<file path="config.mk">
export PLATFORM = sky130hd
export DESIGN_NAME = fetch_queue
export DESIGN_NICKNAME = d
export VERILOG_FILES = /design/src/rtl/fetch_pkg.sv /design/src/rtl/fetch_fifo.sv /design/src/rtl/fetch_queue.sv
export SDC_FILE = /design/constraint.sdc
export NUM_CORES = 1
export LEC_CHECK = 0
export CORE_UTILIZATION = 25
export CTS_CLUSTER_SIZE = 20
export DETAILED_ROUTE_END_ITERATION = 10
export SETUP_SLACK_MARGIN = 0.3
export SLEW_MARGIN = 20
export SYNTH_ARGS = -nofsm -noshare
export SYNTH_HDL_FRONTEND = slang
export SYNTH_HIERARCHICAL = 1
export SYNTH_SLANG_ARGS = --single-unit
</file>
<file path="constraint.sdc">
create_clock -name clk -period 5.35 [get_ports clk]
set_input_delay 0.535 -clock clk [delete_from_list [all_inputs] [get_ports clk]]
set_output_delay 0.535 -clock clk [all_outputs]
set_load 0.1 [all_outputs]
</file>
<file path="src/rtl/fetch_pkg.sv">
// Shared types and constants for the instruction fetch queue.
package fetch_pkg;

  localparam int unsigned INSTR_W  = 32;
  localparam int unsigned PC_STEP  = 4;
  localparam int unsigned XLEN_DEF = 32;

  typedef struct packed {
    logic [XLEN_DEF-1:0] pc;
    logic [INSTR_W-1:0]  instr;
  } fetch_entry_t;

  typedef enum logic [1:0] {
    REDIR_NONE = 2'd0,
    REDIR_EXEC = 2'd1,
    REDIR_WB   = 2'd2
  } redirect_src_e;

  typedef enum logic {
    REQ_IDLE   = 1'b0,
    REQ_ACTIVE = 1'b1
  } req_state_e;

endpackage

</file>
<file path="src/rtl/fetch_fifo.sv">
// Synchronous FIFO with synchronous clear; head word is visible combinationally.
module fetch_fifo #(
  parameter int unsigned DEPTH = 4,
  parameter int unsigned WIDTH = 64,
  localparam int unsigned AW = $clog2(DEPTH),
  localparam int unsigned LW = AW + 1
) (
  input  logic             clk,
  input  logic             rst,
  input  logic             clr,
  input  logic             push,
  input  logic             pop,
  input  logic [WIDTH-1:0] wdata,
  output logic [WIDTH-1:0] head_c,
  output logic             full_c,
  output logic             empty_c,
  output logic [LW-1:0]    level
);

  logic [WIDTH-1:0] mem [DEPTH];
  logic [AW-1:0]    wr_ptr;
  logic [AW-1:0]    rd_ptr;
  logic             do_push;
  logic             do_pop;

  assign full_c  = (level == LW'(DEPTH));
  assign empty_c = (level == '0);
  assign do_push = push && !full_c;
  assign do_pop  = pop && !empty_c;
  assign head_c  = mem[rd_ptr];

  always_ff @(posedge clk or posedge rst) begin
    if (rst) begin
      wr_ptr <= '0;
      rd_ptr <= '0;
      level  <= '0;
    end else if (clr) begin
      wr_ptr <= '0;
      rd_ptr <= '0;
      level  <= '0;
    end else begin
      if (do_push) wr_ptr <= wr_ptr + AW'(1);
      if (do_pop)  rd_ptr <= rd_ptr + AW'(1);
      if (do_push && !do_pop)      level <= level + LW'(1);
      else if (do_pop && !do_push) level <= level - LW'(1);
    end
  end

  // Storage needs no reset; occupancy is tracked by level.
  always_ff @(posedge clk) begin
    if (do_push && !clr) mem[wr_ptr] <= wdata;
  end

endmodule

</file>
<file path="src/rtl/fetch_queue.sv">
// Prefetching instruction fetch stage: request FSM, redirect mux, queue and output register.
// Optional FETCH_BYPASS_EN lets a fresh response skip an empty queue straight to the output.
module fetch_queue
  import fetch_pkg::*;
#(
  parameter int unsigned XLEN        = 32,
  parameter logic [XLEN-1:0] PC_RESET = '0,
  parameter int unsigned QUEUE_DEPTH = 4,
  localparam int unsigned LW = $clog2(QUEUE_DEPTH) + 1
) (
  input  logic               clk,
  input  logic               rst,
  output logic [XLEN-1:0]    imem_addr,
  output logic               imem_req,
  input  logic               imem_ack,
  input  logic [INSTR_W-1:0] imem_rdata,
  input  logic               writeback_change_pc,
  input  logic [XLEN-1:0]    writeback_next_pc,
  input  logic               execute_change_pc,
  input  logic [XLEN-1:0]    execute_next_pc,
  input  logic               stall,
  input  logic               flush,
  output logic               fetch_valid,
  output logic [INSTR_W-1:0] fetch_instr,
  output logic [XLEN-1:0]    pc,
  output logic [LW-1:0]      queue_level
);

  localparam int unsigned EW = XLEN + INSTR_W;

  req_state_e         state_q, state_n;
  logic [XLEN-1:0]    addr_n;
  redirect_src_e      redir_src;
  logic [XLEN-1:0]    redir_target;
  logic               redirect;
  logic               accept;
  logic               out_load;
  logic               take;
  logic               bypass;
  logic               push;
  logic               pop;
  logic [EW-1:0]      fifo_head_c;
  logic               fifo_full_c;
  logic               fifo_empty_c;
  logic [LW-1:0]      level_next;
  logic               valid_n;
  logic [XLEN-1:0]    pc_n;
  logic [INSTR_W-1:0] instr_n;

  // Writeback redirects win over execute redirects.
  always_comb begin
    redir_src    = REDIR_NONE;
    redir_target = writeback_next_pc;
    if (writeback_change_pc) begin
      redir_src    = REDIR_WB;
      redir_target = writeback_next_pc;
    end else if (execute_change_pc) begin
      redir_src    = REDIR_EXEC;
      redir_target = execute_next_pc;
    end
  end

  assign redirect = (redir_src != REDIR_NONE);
  assign accept   = imem_req && imem_ack && !redirect;
  assign out_load = !stall || !fetch_valid;
  assign take     = out_load && !flush && !redirect;

`ifdef FETCH_BYPASS_EN
  assign bypass = take && fifo_empty_c && accept;
`else
  assign bypass = 1'b0;
`endif

  assign push = accept && !bypass && !fifo_full_c;
  assign pop  = take && !fifo_empty_c;

  fetch_fifo #(
    .DEPTH (QUEUE_DEPTH),
    .WIDTH (EW)
  ) u_fifo (
    .clk     (clk),
    .rst     (rst),
    .clr     (redirect),
    .push    (push),
    .pop     (pop),
    .wdata   ({imem_addr, imem_rdata}),
    .head_c  (fifo_head_c),
    .full_c  (fifo_full_c),
    .empty_c (fifo_empty_c),
    .level   (queue_level)
  );

  // Occupancy after this cycle's push/pop decides whether another request fits.
  always_comb begin
    level_next = queue_level;
    if (push && !pop)      level_next = queue_level + LW'(1);
    else if (pop && !push) level_next = queue_level - LW'(1);
  end

  always_ff @(posedge clk or posedge rst) begin
    if (rst) begin
      state_q   <= REQ_IDLE;
      imem_addr <= PC_RESET;
    end else begin
      state_q   <= state_n;
      imem_addr <= addr_n;
    end
  end

  // Request FSM: hold address while waiting for ack, advance on ack, restart on redirect.
  always_comb begin
    state_n = state_q;
    addr_n  = imem_addr;
    if (redirect) begin
      state_n = REQ_ACTIVE;
      addr_n  = redir_target;
    end else begin
      case (state_q)
        REQ_IDLE: begin
          if (level_next < LW'(QUEUE_DEPTH)) state_n = REQ_ACTIVE;
        end
        REQ_ACTIVE: begin
          if (imem_ack) begin
            addr_n = imem_addr + XLEN'(PC_STEP);
            if (level_next >= LW'(QUEUE_DEPTH)) state_n = REQ_IDLE;
          end
        end
        default: state_n = REQ_IDLE;
      endcase
    end
  end

  assign imem_req = (state_q == REQ_ACTIVE);

  // Output register: redirect kills, stall holds, flush inserts a bubble without popping.
  always_comb begin
    valid_n = fetch_valid;
    pc_n    = pc;
    instr_n = fetch_instr;
    if (redirect) begin
      valid_n = 1'b0;
    end else if (out_load) begin
      if (flush) begin
        valid_n = 1'b0;
      end else if (!fifo_empty_c) begin
        valid_n = 1'b1;
        pc_n    = fifo_head_c[EW-1:INSTR_W];
        instr_n = fifo_head_c[INSTR_W-1:0];
      end else if (bypass) begin
        valid_n = 1'b1;
        pc_n    = imem_addr;
        instr_n = imem_rdata;
      end else begin
        valid_n = 1'b0;
      end
    end
  end

  always_ff @(posedge clk or posedge rst) begin
    if (rst) begin
      fetch_valid <= 1'b0;
      fetch_instr <= '0;
      pc          <= '0;
    end else begin
      fetch_valid <= valid_n;
      fetch_instr <= instr_n;
      pc          <= pc_n;
    end
  end

endmodule

</file>
**Word-level counts from Yosys, hierarchy flattened**

Memory sizes are Yosys's and may differ from the RTL's. A register that Yosys moved wholly into a read port is not among the register bits.
Index checks and enable logic that the tools add are counted.

- Register bits: 41
- Memory bits (writable): 256
- Bits of input ports: 103
- Output and inout bits: 101
- Memories: 1

Memories:

| name | depth | width | read ports | clocked after Yosys merged registers in | write ports | RTL line | source |
|---|---|---|---|---|---|---|---|
| u_fifo.mem | 4 | 64 | 1 | 1 | 1 | fetch_fifo.sv:20 | `logic [WIDTH-1:0] mem [DEPTH];` |

- Add/sub/neg operators: 5
- $lt $le $gt $ge: 2
- Eq/ne operators: 1
- Multiplexer cells: 27
- Bitwise gates (word level): 4
- Reduce and logical (&&, ||, !) cells: 34

Operators by type and width:

| cell | number |
|---|---|
| $mux W32 | 5 |
| $add A32 B3 Y32 const B | 1 |
| $mux W3 | 5 |
| $logic_and A1 B1 Y1 | 13 |
| $reduce_bool A2 Y1 | 6 |
| $mux W1 | 11 |
| $logic_not A1 Y1 | 10 |
| $mux W2 | 5 |
| $add A2 B1 Y2 const B | 2 |
| $not A1 Y1 | 4 |
| $reduce_and A4 Y1 | 1 |
| $add A3 B1 Y3 const B | 1 |
| $eq A3 B3 Y1 const B | 1 |
| $ge A3 B3 Y1 const B | 1 |
| $logic_not A3 Y1 | 1 |
| $lt A3 B3 Y1 const B | 1 |
| $reduce_bool A3 Y1 | 1 |
| $sub A3 B1 Y3 const B | 1 |
| $pmux W1 S2 | 1 |
| $reduce_and A2 Y1 | 1 |
| $logic_or A1 B1 Y1 | 1 |

**Logic depth before layout (Yosys ltp)**

Gate-level depths: netlist (run 1).

- Depth in word-level cells: 15
- Depth in mapped cells: 13
- Mapped depth without buffers: 10

**Hierarchy**

The synthesis (run 1) kept the hierarchy.

By module, submodules not included:

| module | instances | cells an instance | area each (µm²) |
|---|---|---|---|
| fetch_fifo | 1 | 399 | 9791.9 |
| fetch_queue | 1 | 549 | 4733.3 |

**Worst setup path before layout (run 1)**

Ideal clock, no wire load.

- Kind: register to register
- Start point: register u_fifo.level[0]
- End point: memory u_fifo.mem[0][0] (enable)
- Arrival time: 3.722 ns
- Data required time: 4.921 ns
- Path slack: 1.199 ns
- Stages on the path, launching flop included: 9
- Cells stage by stage: dfrtp_1 buf_4 or3b_1 inv_2 nor2_1 clkbuf_1 inv_1 nor3_1 and2_1

- Cells in the longest elaborated chain, start to end: 7

RTL lines:

| element | RTL line | source |
|---|---|---|
| start, declared | fetch_fifo.sv:17 | `output logic [LW-1:0] level` |
| start signal, assigned | fetch_fifo.sv:44 | `if (do_push && !do_pop) level <= level + LW'(1);` |
| start signal, assigned | fetch_fifo.sv:45 | `else if (do_pop && !do_push) level <= level - LW'(1);` |
| $eq A3 B3 Y1 | fetch_fifo.sv:26 | `assign full_c = (level == LW'(DEPTH));` |
| net fifo_full_c | fetch_queue.sv:43 | `logic fifo_full_c;` |
| $logic_not A1 Y1 | fetch_queue.sv:74 | `assign push = accept && !bypass && !fifo_full_c;` |
| $logic_and A1 B1 Y1 | fetch_queue.sv:74 |  |
| net push | fetch_queue.sv:40 | `logic push;` |
| $logic_and A1 B1 Y1 | fetch_fifo.sv:28 | `assign do_push = push && !full_c;` |
| $logic_and A1 B1 Y1 | fetch_fifo.sv:51 | `if (do_push && !clr) mem[wr_ptr] <= wdata;` |
| $mux W1 | fetch_fifo.sv:51 |  |
| $mux W1 (not written as such) | fetch_fifo.sv:51 |  |
| end, declared | fetch_fifo.sv:20 |  |

The timed path passes the listed nets, and every way through them passes these cells.

**Worst setup path after layout (run 1)**

- Start point: input port imem_ack
- End point: memory u_fifo.mem[3][31] (enable)

- Cells in the longest elaborated chain, start to end: 7

RTL lines:

| element | RTL line | source |
|---|---|---|
| start, declared | fetch_queue.sv:15 | `input logic imem_ack,` |
| $logic_and A1 B1 Y1 (2 in a row) | fetch_queue.sv:64 | `assign accept = imem_req && imem_ack && !redirect;` |
| $logic_and A1 B1 Y1 | fetch_queue.sv:74 |  |
| net push | fetch_queue.sv:40 |  |
| $logic_and A1 B1 Y1 | fetch_fifo.sv:28 |  |
| $logic_and A1 B1 Y1 | fetch_fifo.sv:51 |  |
| $mux W1 | fetch_fifo.sv:51 |  |
| $mux W1 (not written as such) | fetch_fifo.sv:51 |  |

The timed path passes the listed nets, and every way through them passes these cells.

==> results.txt, run 1 <==
- Routed via count divided by cell count: 4.535
- Share of power burned in combinational logic: 17.3%
- Once the floorplan was initialized, standard cells occupied 25.51% of the core.
* Crit. End Element: register
- Peak VDD IR: 0.0002055 V
* I/O pin cnt: 204
- The final number of max-transition violations came to 0.
- In this run the remaining antenna-violating nets after routing total 0.
- CTS built an H-tree with a depth of 2.
- After clock tree synthesis, the repair step resized 0 gates.
* Post-detailed-route DRC marker count: 0
* Top FF cell, synth: edfxtp_1
- Result of the run: finished, final reports clean
- Syn avg cell area: 15.32 um^2
- At the worst endpoint, the arrival time is 3700 ps.
* Global routing usage summed across all routing layers: 13.10%
* Setup slack after placement: 1316 ps
* Number of buffers inserted by hold repair at cts: 0
- Buffer cell driving the clock tree root: clkbuf_16
- Synthesized netlist net count: 1,057
- For this design the total switching power over the nets is 2094 uW.
- In this run the worst path has a maximum fanout of 64.
- Cells after synthesis: 948
- From synthesis to final layout, the design area changed by 27.16%.
* Number of global-route vias before repair: 8,953
- Total via count in the routed design: 8,776
- Summed over all cells, the static leakage comes to 0.006500 uW.
- Instance area at placement: 17,330 um^2
- At the end of routability-driven placement, the weighted congestion stood at 0.7697.
- Max-cap violations: 0
- The number of different library cells used by synthesis comes to 63.
- Clock sink total: 361
- The first detailed-routing pass took 5 iterations.
* Post-CTS setup buffer count: 0
* Max clock buf depth: 3
- Placed wire-length estimate: 24.71 mm
* Worst Tran Pin Value: 1118 ps
* Sequential fraction of the synthesis area: 71.01%
- Antenna violations before repair: 0
* Clock-pin slew on the worst setup and hold paths: 60 ps
- Yosys synthesis warning count: 6
- Tcrit/Tclk final: 66.34%
- The setup path with the least slack is of type in2reg.
- Internal power summed over all cells: 4787 uW
- TritonCTS clock tree: built
* HP Class: in2async
- In this run, CTS created clock tree buffers numbering 39.
* Portion of total power attributed to sequential cells: 47.2%
- 1st-iter DRT viols: 571
* Critical path startpoint category: input port
- Max_slew headroom: 25.21%
* Maximum number of pins on one net before global-route repair: 75
- Wire length after detailed routing: 38.84 mm
- The clock arrives with 23.69 ps of skew.
* DIE AREA: 59,070 um^2
- First-pass GRT wire length: 58.12 mm
- In this run the tool buffered the top-level ports with 203 buffer cells.
* Endpoints failing hold: 0
* Power per cell area: 372.5 nW/um^2
* Floorplan die width: 243.0 um
* Final Net Count: 1,258
- Total negative slack: 0 ps
- Floorplan row count: 87
* Count of state elements after synthesis: 361
- Height of the die: 243.0 um
* Switching Fraction: 30.43%
- At the worst endpoint, the required time is 5500 ps.
- Final worst-path setup slack: 1801 ps
- Async SR Flop Fraction: 29.09%
* Number of flops mapped to enable cells by yosys: 256
* Final design area excluding fillers: 18,470 um^2
- In this run the cell area of the synthesized design comes to 14,530 um^2.
- Layout cell share with drive strength beyond 1: 12.48%
* Source-to-sink clock delay at the later pin of the worst-skew pair: 540 ps
- Of the total power, the clock network draws 35.5%.
- The core region is 56,930 um^2.
- After detailed routing, the average wire length per cell comes to 20.07 um.
- Setup repair after global routing left no endpoint under its margin.
- Remaining global-route overflow: 0
- Number of setup violations in the final report: 0
* Fmax: 281.7 MHz
- The worst path in the final design needs a cycle of 3549 ps, including I/O delays and setup.
## state kept, by name, summed over array words and instances (netlist names)
| signal | cells |
|---|---|
| u_fifo/mem | 256 |
| fetch_instr | 32 |
| imem_addr | 32 |
| pc | 32 |
| u_fifo/level | 3 |
| u_fifo/rd_ptr | 2 |
| u_fifo/wr_ptr | 2 |
| fetch_valid | 1 |
| imem_req | 1 |
## Yosys cell counts, drive strengths merged, types with 2 or more instances
cell type  count  area, um^2
o22ai          3       18.77
nand2        230       863.3
and2           5       31.28
and3           6       42.54
nand3         16       105.1
a21oi         32       160.2
o221ai         6       52.55
nor4           5       50.05
nor2          27       117.6
a31oi          3       18.77
xnor2          9       78.83
a22o           3       26.28
dfrtp        105        2628
buf           28       176.4
nand3b         2       15.01
o21ai         25       125.1
edfxtp       256        7687
a2bb2oi        2       17.52
mux4          64        1441
nor3           6       40.04
xor2           6       52.55
or4            2       15.01
o211ai         2       15.01
nand4         10       92.59
clkbuf        23       86.33
o31ai          5       37.54
o211a          2       20.02
ha             5       62.56
a22oi         15       112.6
inv           16       60.05
and4           5       45.04
mux2i          5       50.05
## worst max-delay path, stage by stage
cell and delay (ps):
clkdlybuf4s50_1 590, nand4bb_1 360, nor2_1 570, inv_1 200, nor3_1 430, and2_4 920
## routing by layer
| metal | vias to the layer above | GRT usage (%) | part of all wire, % |
|---|---|---|---|
| met5 | - | 0 | 0 |
| met4 | 0 | 4.292 | 2.3 |
| met3 | 58 | 3.173 | 6.6 |
| met2 | 290 | 20.87 | 47 |
| met1 | 4482 | 17.46 | 44 |
| li1 | 3946 | - | - |
## cell type report
cell class              instances  area, um^2
repair buffers                211        2087
multi-input cells             520        3910
diodes                          1       2.502
clock buffers                  54        1062
clock inverters                16       76.32
inverters                      16       63.81
fillers                      5548       38460
well taps                     756       945.9
flip-flops and latches        361       10320
## power by group through the flow
stage               logic [uW]  registers (uW)  clock network, uW
floorplan                  160            3930                  0
finish                    1190            3250               2440
global placement          1200            3300                  0
detailed placement        1200            3310                  0
global route              1240            3260               2610
CTS                       1200            3250               2520
## through the flow
step	power (uW)	util (%)	std cells	hold WS, ps
6_report	6881	32.44	1935	382.0
5_1_grt	7115	32.44	1934	385.5
4_1_cts	6979	32.44	1934	357.4
3_5_place_dp	4509	30.44	1864	463.7
3_3_place_gp	4498	30.44	1864	458.4
2_1_floorplan	4093	-	948	338.4
## logic make-up after synthesis
family,after synthesis,share of synthesized area (%)
AO/OA/AOI/OAI,107,4.712
adder cells (fa/ha/maj),6,0.5685
flip-flops,361,71.01
multiplexers,70,10.37
XOR/XNOR,15,0.9045
AND/OR/NAND/NOR,322,10.21
buffers and inverters,67,2.222
## worst paths after layout
| path | start | endpoint | slack, ps | depth (start not counted) |
|---|---|---|---|---|
| min | rst | u_fifo/level[0] | 380 | 2 |
| max | imem_ack | u_fifo/mem[3][31] | 1800 | 6 |
| min in group clk | fetch_instr[26] | fetch_instr[26] | 470 | 2 |
| min reg2reg | fetch_instr[26] | fetch_instr[26] | 470 | 2 |
| max in group asynchronous | rst | fetch_instr[27] | 3660 | 3 |
| max reg2reg | imem_req | u_fifo/mem[3][31] | 1930 | 5 |
## cell usage in the layout (no fill, tap or decap), types with 9 or more instances in the layout
master / n
nand2_1: 230
clkinv_1: 10
o21ai_0: 20
mux4_2: 64
a22oi_1: 15
nand3_1: 13
clkbuf_16: 39
dfrtp_1: 103
inv_1: 13
clkdlybuf4s50_1: 202
a21oi_1: 32
nor2_1: 26
xnor2_1: 9
clkbuf_1: 12
edfxtp_1: 256
Power figures use the tool's default switching activity.
==> run 2: changes to the inputs <==
Clock period 5.35 ns to 2.9 ns, I/O delays scaled along.
==> results.txt, run 2 (synthesis gave the netlist of run 1 again) <==
* Wire length after detailed routing: 39.57 mm
- The register with the most flip-flops in the layout has 256 of them.
- After the first detailed-routing iteration, the DRC count stood at 633.
- After detailed placement, the design holds a cell count of 1,895.
- Antenna-violating nets left: 0
* I/O pin cnt: 204
- In the final layout, flip-flops and latches occupy 10,340 um^2.
- Maximum fanout along the worst path: 13
* Final design area excluding fillers: 19,000 um^2
- In this run the critical register-to-register path is captured at u_fifo/level[2].
- The min-delay analysis places its worst path in the category in2async.
* Source-to-sink clock delay at the later pin of the worst-skew pair: 570 ps
- Core outline area: 56,930 um^2
* Starting density of the core: 25.51%
- Layout cell share with drive strength beyond 1: 25.23%
- In this run the power density over the cells is 721.1 nW/um^2.
- Count of buffers from port buffering: 203
- Floorplan die width: 243.0 um
- Number of global-route vias before repair: 9,202
* Global routing usage summed across all routing layers: 13.51%
- STA classifies the critical path endpoint as a register.
- Crit Path Class: reg2reg
- 0 antenna diodes ended up in the layout.
* Worst hold slack: 111.4 ps
- Buffer cell driving the clock tree root: clkbuf_16
* Remaining global-route overflow: 0
- Total negative slack: 0 ps
- In this run the register-to-register setup slack is 370 ps.
- First-pass GRT wire length: 59.61 mm
- After layout, the worst path uses 87.07% of the clock period.
- The die is 243.0 um tall.
- The clock tree synthesis step divided the H-tree into 2 levels.
- Floorplan row count: 87
* Worst Path Arrival: 3030 ps
- Routed via count divided by cell count: 4.508
- Clock sink total: 361
* Clock-pin slew on the worst setup and hold paths: 60 ps
- Most frequent standard cell in the layout excluding fill and tap cells: edfxtp_1
- Maximum number of pins on one net before global-route repair: 99
- The startpoint identified for the worst register-to-register timing path is u_fifo/level[0].
- Largest Register: u_fifo/mem
- In the final design database the tool counted 1,291 nets.
* Total via count in the routed design: 8,876
* Post-CTS setup buffer count: 0
- The congestion estimate from routability-driven global placement came to 0.7677.
* Placed wire-length estimate: 27.04 mm
- Across the VDD grid, the largest voltage drop is 0.0003516 V.
* Number of buffers inserted by hold repair at cts: 0
- DIE AREA: 59,070 um^2
- Buffers inserted during clock tree synthesis total 41.
* Area growth from synthesis to layout: 30.84%
* Critical path startpoint category: register
- The routed design could run at a clock period as short as 2525 ps.
* First-pass iteration count of the detailed router: 5
- Result of the run: finished, final reports clean
- Clock skew on the completed layout was measured at 34.24 ps.
* Final worst-path setup slack: 374.9 ps
- The final count of hold timing violations was 0.
* Antenna violations before repair: 0
* Worst Reg-to-Reg Cells: 8
* Max_slew headroom: 46.01%
- After detailed routing, the number of remaining DRC violations is 0.
- At the placement stage, the worst setup path has a slack of 284.2 ps.
- In the layout the commonest cells are edfxtp_1, nand2_1, buf_4.
- Max-cap violations: 0
- Static timing analysis puts the maximum clock frequency at 396.0 MHz.
- Post-detailed-route wirelength per cell: 20.09 um
- Fin. max-slew vios: 0
* Filler instances: 5,550
* Instance area at placement: 17,550 um^2
- Number of setup violations in the final report: 0
- Data on the critical path is required at its endpoint by 3400 ps.
* Setup repair after global routing missed its margin: no
* Max clock buf depth: 3
- TritonCTS built the clock tree.
- Pleak: 0.007006 uW
- The finished layout holds 1,969 standard cells, fillers aside.
* Worst Tran Pin Value: 809.9 ps
- Post-cts gate resize count: 0
- Combined area of the multi-input logic cells: 3933 um^2
## run 2: cell count changes in the layout (fill, tap and decap cells not counted), sizes merged
cell / change
clkbuf: -6
clkinvlp: +3
buf: +132
clkinv: -3
inv: +2
diode: -1
clkdlybuf4s50: -101
bufinv: +8
## run 2: critical path, cell delays in order, from the launching register on
cell and delay [ps]:
dfrtp_4 540, or3b_4 460, inv_4 100, nor2_4 60, and3_4 170, fa_2 390, a21bo_2 210, a311oi_1 300
o311a_1 220
## run 2: worst max path at each step
stage,start,end,slack [ps],depth (start not counted)
floorplan,u_fifo/level[0],u_fifo/level[2],210,10
global placement,execute_change_pc,u_fifo/level[2],310,11
detailed placement,execute_change_pc,u_fifo/mem[2][9],280,7
CTS,u_fifo/level[0],u_fifo/level[2],400,8
global route,u_fifo/level[0],u_fifo/level[2],330,8
finish,u_fifo/level[0],u_fifo/level[2],370,8
## run 2: layout make-up
class	instances	share of cell area, %
clock buffer	48	5.649
multi-input combinational	520	20.69
sequential	361	54.39
inverter	16	0.3489
clock inverter	26	2.015
timing repair buffer	242	11.93
tap	756	4.977
## run 2: through the flow
stage	total power, uW	util [%]
after floorplan	7556	-
after global placement	8272	30.82
after detailed placement	8290	30.82
after CTS	13890	33.38
after global routing	14190	33.38
final	13700	33.38
## run 2: where the power goes
part | leakage (uW) | total (uW) | switching [uW] | internal, uW
logic | 0.00263 | 2200 | 1700 | 495
clock network | 0.000700 | 5540 | 2140 | 3400
registers | 0.00368 | 5960 | 216 | 5750
## run 2: layer usage
layer / GRT usage [%] / part of all wire [%] / wire [um] / vias to the layer above
met5: 0 / 0 / 0 / -
met1: 18.26 / 45 / 17680 / 4520
met4: 3.681 / 2.0 / 775 / 0
li1: - / - / - / 4014
met3: 3.826 / 7.1 / 2825 / 55
met2: 21.13 / 46 / 18290 / 287
==> run 3: changes to the inputs <==
Settings changed: CORE_ASPECT_RATIO set to 1.4.
Clock period 2.9 ns to 3.1 ns, I/O delays scaled along.
==> results.txt, run 3 (synthesis gave the netlist of run 1 again) <==
- Number of setup violations in the final report: 0
* TritonCTS clock tree: built
- Worst path required time: 3560 ps
* Switching Fraction: 29.79%
* 1st-iter DRT viols: 641
- Registers are responsible for 46.3% of the overall power.
- Number of global-route vias before repair: 9,205
* Total via count in the routed design: 8,772
- Most frequent standard cell in the layout excluding fill and tap cells: edfxtp_1
- First-pass iteration count of the detailed router: 5
- The number of buffers and inverters on the critical path is 2.
- Dividing the final minimum period by the clock period gives 84.88%.
- Internal power summed over all cells: 8476 uW
- Final design area excluding fillers: 18,700 um^2
- Setup repair after global routing missed its margin: no
* Count of buffers from port buffering: 203
- In this run the worst setup path terminates at u_fifo/level[2].
- For the pin with the worst max-slew slack, the measured transition is 1010 ps.
- Critical path startpoint category: register
- The initial utilization of the core area, before any placement, comes to 25.25%.
- Traced cell by cell, the critical path runs through or3b_1 -> inv_2 -> nor2_1 -> buf_4 -> and3_1 -> fa_2 -> a21bo_2 -> a311oi_1 -> o311a_1.
- After detailed routing, the number of remaining DRC violations is 0.
- The worst pin sits at a relative slew slack of 32.45%.
- Power spread over the standard cell area amounts to 645.5 nW/um^2.
* Delay contributed by the slowest stage of the critical path: 540 ps
* Reg-to-reg critical path endpoint: u_fifo/level[2]
- The floorplan step defined a die boundary enclosing 59,080 um^2.
* Area growth from synthesis to layout: 28.74%
* Endpoints failing hold: 0
* Share of power burned in combinational logic: 16.9%
- Clk_skew: 9.206 ps
- By startpoint and endpoint, the worst setup path is classified as reg2reg.
* Buffer cell driving the clock tree root: clkbuf_16
- In this run the critical register-to-register path is launched from u_fifo/level[1].
- Worst reg2reg setup slack: 470 ps
- In this run, post-CTS repair resized a total of 0 instances.
- The run finished with clean final reports.
- Ranked by flip-flop count, first place goes to u_fifo/mem.
- Htree depth: 2
- Number of buffers created by CTS: 37
- Global routing usage summed across all routing layers: 13.26%
- Entering global routing, the biggest net connects 66 pins.
- Worst Path Arrival: 3090 ps
- Summed over all layers, the global routing overflow is 0.
- Max FFs per register: 256
- Cells fill 32.51% of the core in the end.
* Antenna violations before repair: 0
* Cell depth of the worst setup path: 9
- Of the cells placed in the final design, the portion with a size suffix greater than 1 is 21.36%.
- 0 antenna diodes ended up in the layout.
* Maximum fanout along the worst path: 13
* Clock sink total: 361
- At the end of routability-driven placement, the weighted congestion stood at 0.7775.
* Source-to-sink clock delay at the later pin of the worst-skew pair: 520 ps
- Origin of the worst setup path: u_fifo/level[1]
* Floorplan row count: 104
- In this run, post-CTS hold repair placed 0 buffers.
- HP Class: in2async
- Timing would allow up to 380.1 MHz.
- Max-cap violations: 0
- Across the VDD grid, the largest voltage drop is 0.0002953 V.
- Fin. max-slew vios: 0
- Clock-pin slew was measured on the worst setup and hold paths at 60 ps.
- The number of setup buffers added after CTS is 0.
- For this run, the post-layout net count is 1,283.
* Floorplan die width: 205.7 um
- Crit-path slowest cell: dfrtp_4
- Height of the die: 287.2 um
- After filler insertion, the fill cell instance count of the layout stands at 5,691.
* Most used cells in the layout excluding fill and tap cells: edfxtp_1, nand2_1, clkdlybuf4s50_1
- Counting I/O delays and the setup requirement, the final critical path takes 2631 ps.
* Instance area at placement: 17,480 um^2
- Summed over all layers, the routed wires come to 38.91 mm.
- Cell family with the largest share of critical-path delay: compound AO/OA/AOI/OAI gates
- Part of the power in the clock network: 36.8%
- Post-detailed-route wirelength per cell: 20.01 um
- Worst Reg-to-Reg Cells: 9
- First-pass GRT wire length: 58.51 mm
- Power dissipated by switching net loads: 3596 uW
- In this run the static leakage power is 0.006799 uW.
- Core outline area: 57,520 um^2
- Using the TritonRoute via totals, the vias-per-cell ratio works out to 4.510.
- Max clock buf depth: 3
- Antenna-violating nets left: 0
- Once detailed placement completed, the half-perimeter wirelength came to 27.43 mm.
- For this design the top-level I/O count stands at 204.
* Crit. End Element: register
- After routing, the total negative slack on setup checks comes to 0 ps.
-- run 3: cell types whose count changed in the layout (fill, tap and decap cells not counted), moves of 3 or more --
| cell | previous run | this run |
|---|---|---|
| clkdlybuf4s50_1 | 101 | 131 |
| clkbuf_16 | 42 | 39 |
| buf_12 | 16 | 10 |
| buf_4 | 124 | 96 |
| clkbuf_1 | 6 | 11 |
| bufinv_16 | 8 | 3 |
| inv_6 | 0 | 3 |
-- run 3: cell type report --
cell class | instances | area [um^2] | share of cell area, %
Sequential cell | 361 | 10340 | 55.28
Multi-Input combinational cell | 520 | 3918 | 20.95
Timing Repair Buffer | 238 | 2237 | 11.96
Clock buffer | 52 | 1045 | 5.587
Tap cell | 742 | 928.4 | 4.965
Clock inverter | 16 | 170.2 | 0.9100
Inverter | 16 | 65.06 | 0.3479
-- run 3: stage by stage --
step           total power [uW]  instances  worst slack (ps)  hold WS, ps
3_5_place_dp               7755       1877             333.7        462.5
4_1_cts                   12220       1945             481.4        110.2
3_3_place_gp               7738       1877             330.3        463.3
5_1_grt                   12460       1945             388.8        126.6
2_1_floorplan              7065        948             337.7        113.5
6_report                  12070       1945             468.8        114.7
-- run 3: worst min-delay path by stage --
stage | slack [ps] | cells after the start | end
detailed placement | 460 | 2 | fetch_instr[25]
floorplan | 110 | 1 | u_fifo/rd_ptr[0]
finish | 110 | 2 | u_fifo/level[2]
CTS | 110 | 2 | u_fifo/level[0]
global route | 130 | 2 | u_fifo/level[0]
global placement | 460 | 2 | fetch_instr[17]
-- run 3: per-layer routing --
layer  GRT usage, %  wire length (um)  vias to the layer above
li1               -                 -                     3992
met1          16.44             15780                     4458
met2          23.27             20120                      268
met3          2.075              1981                       54
met4          4.444              1023                        0
met5              0                 0                        -
-- run 3: worst reg2reg max path: stages, from the launching register on --
cell,delay (ps)
dfrtp_4,540
or3b_1,470
inv_2,110
nor2_1,50
buf_4,160
and3_1,160
fa_2,380
a21bo_2,230
a311oi_1,270
o311a_1,200
-- run 3: power by group through the flow --
stage                     clock (uW)  combinational (uW)  sequential (uW)
after global placement             0                2060             5680
after floorplan                    0                 278             6790
after global routing            4730                2130             5610
final                           4440                2040             5590
after CTS                       4570                2070             5590
after detailed placement           0                2060             5690
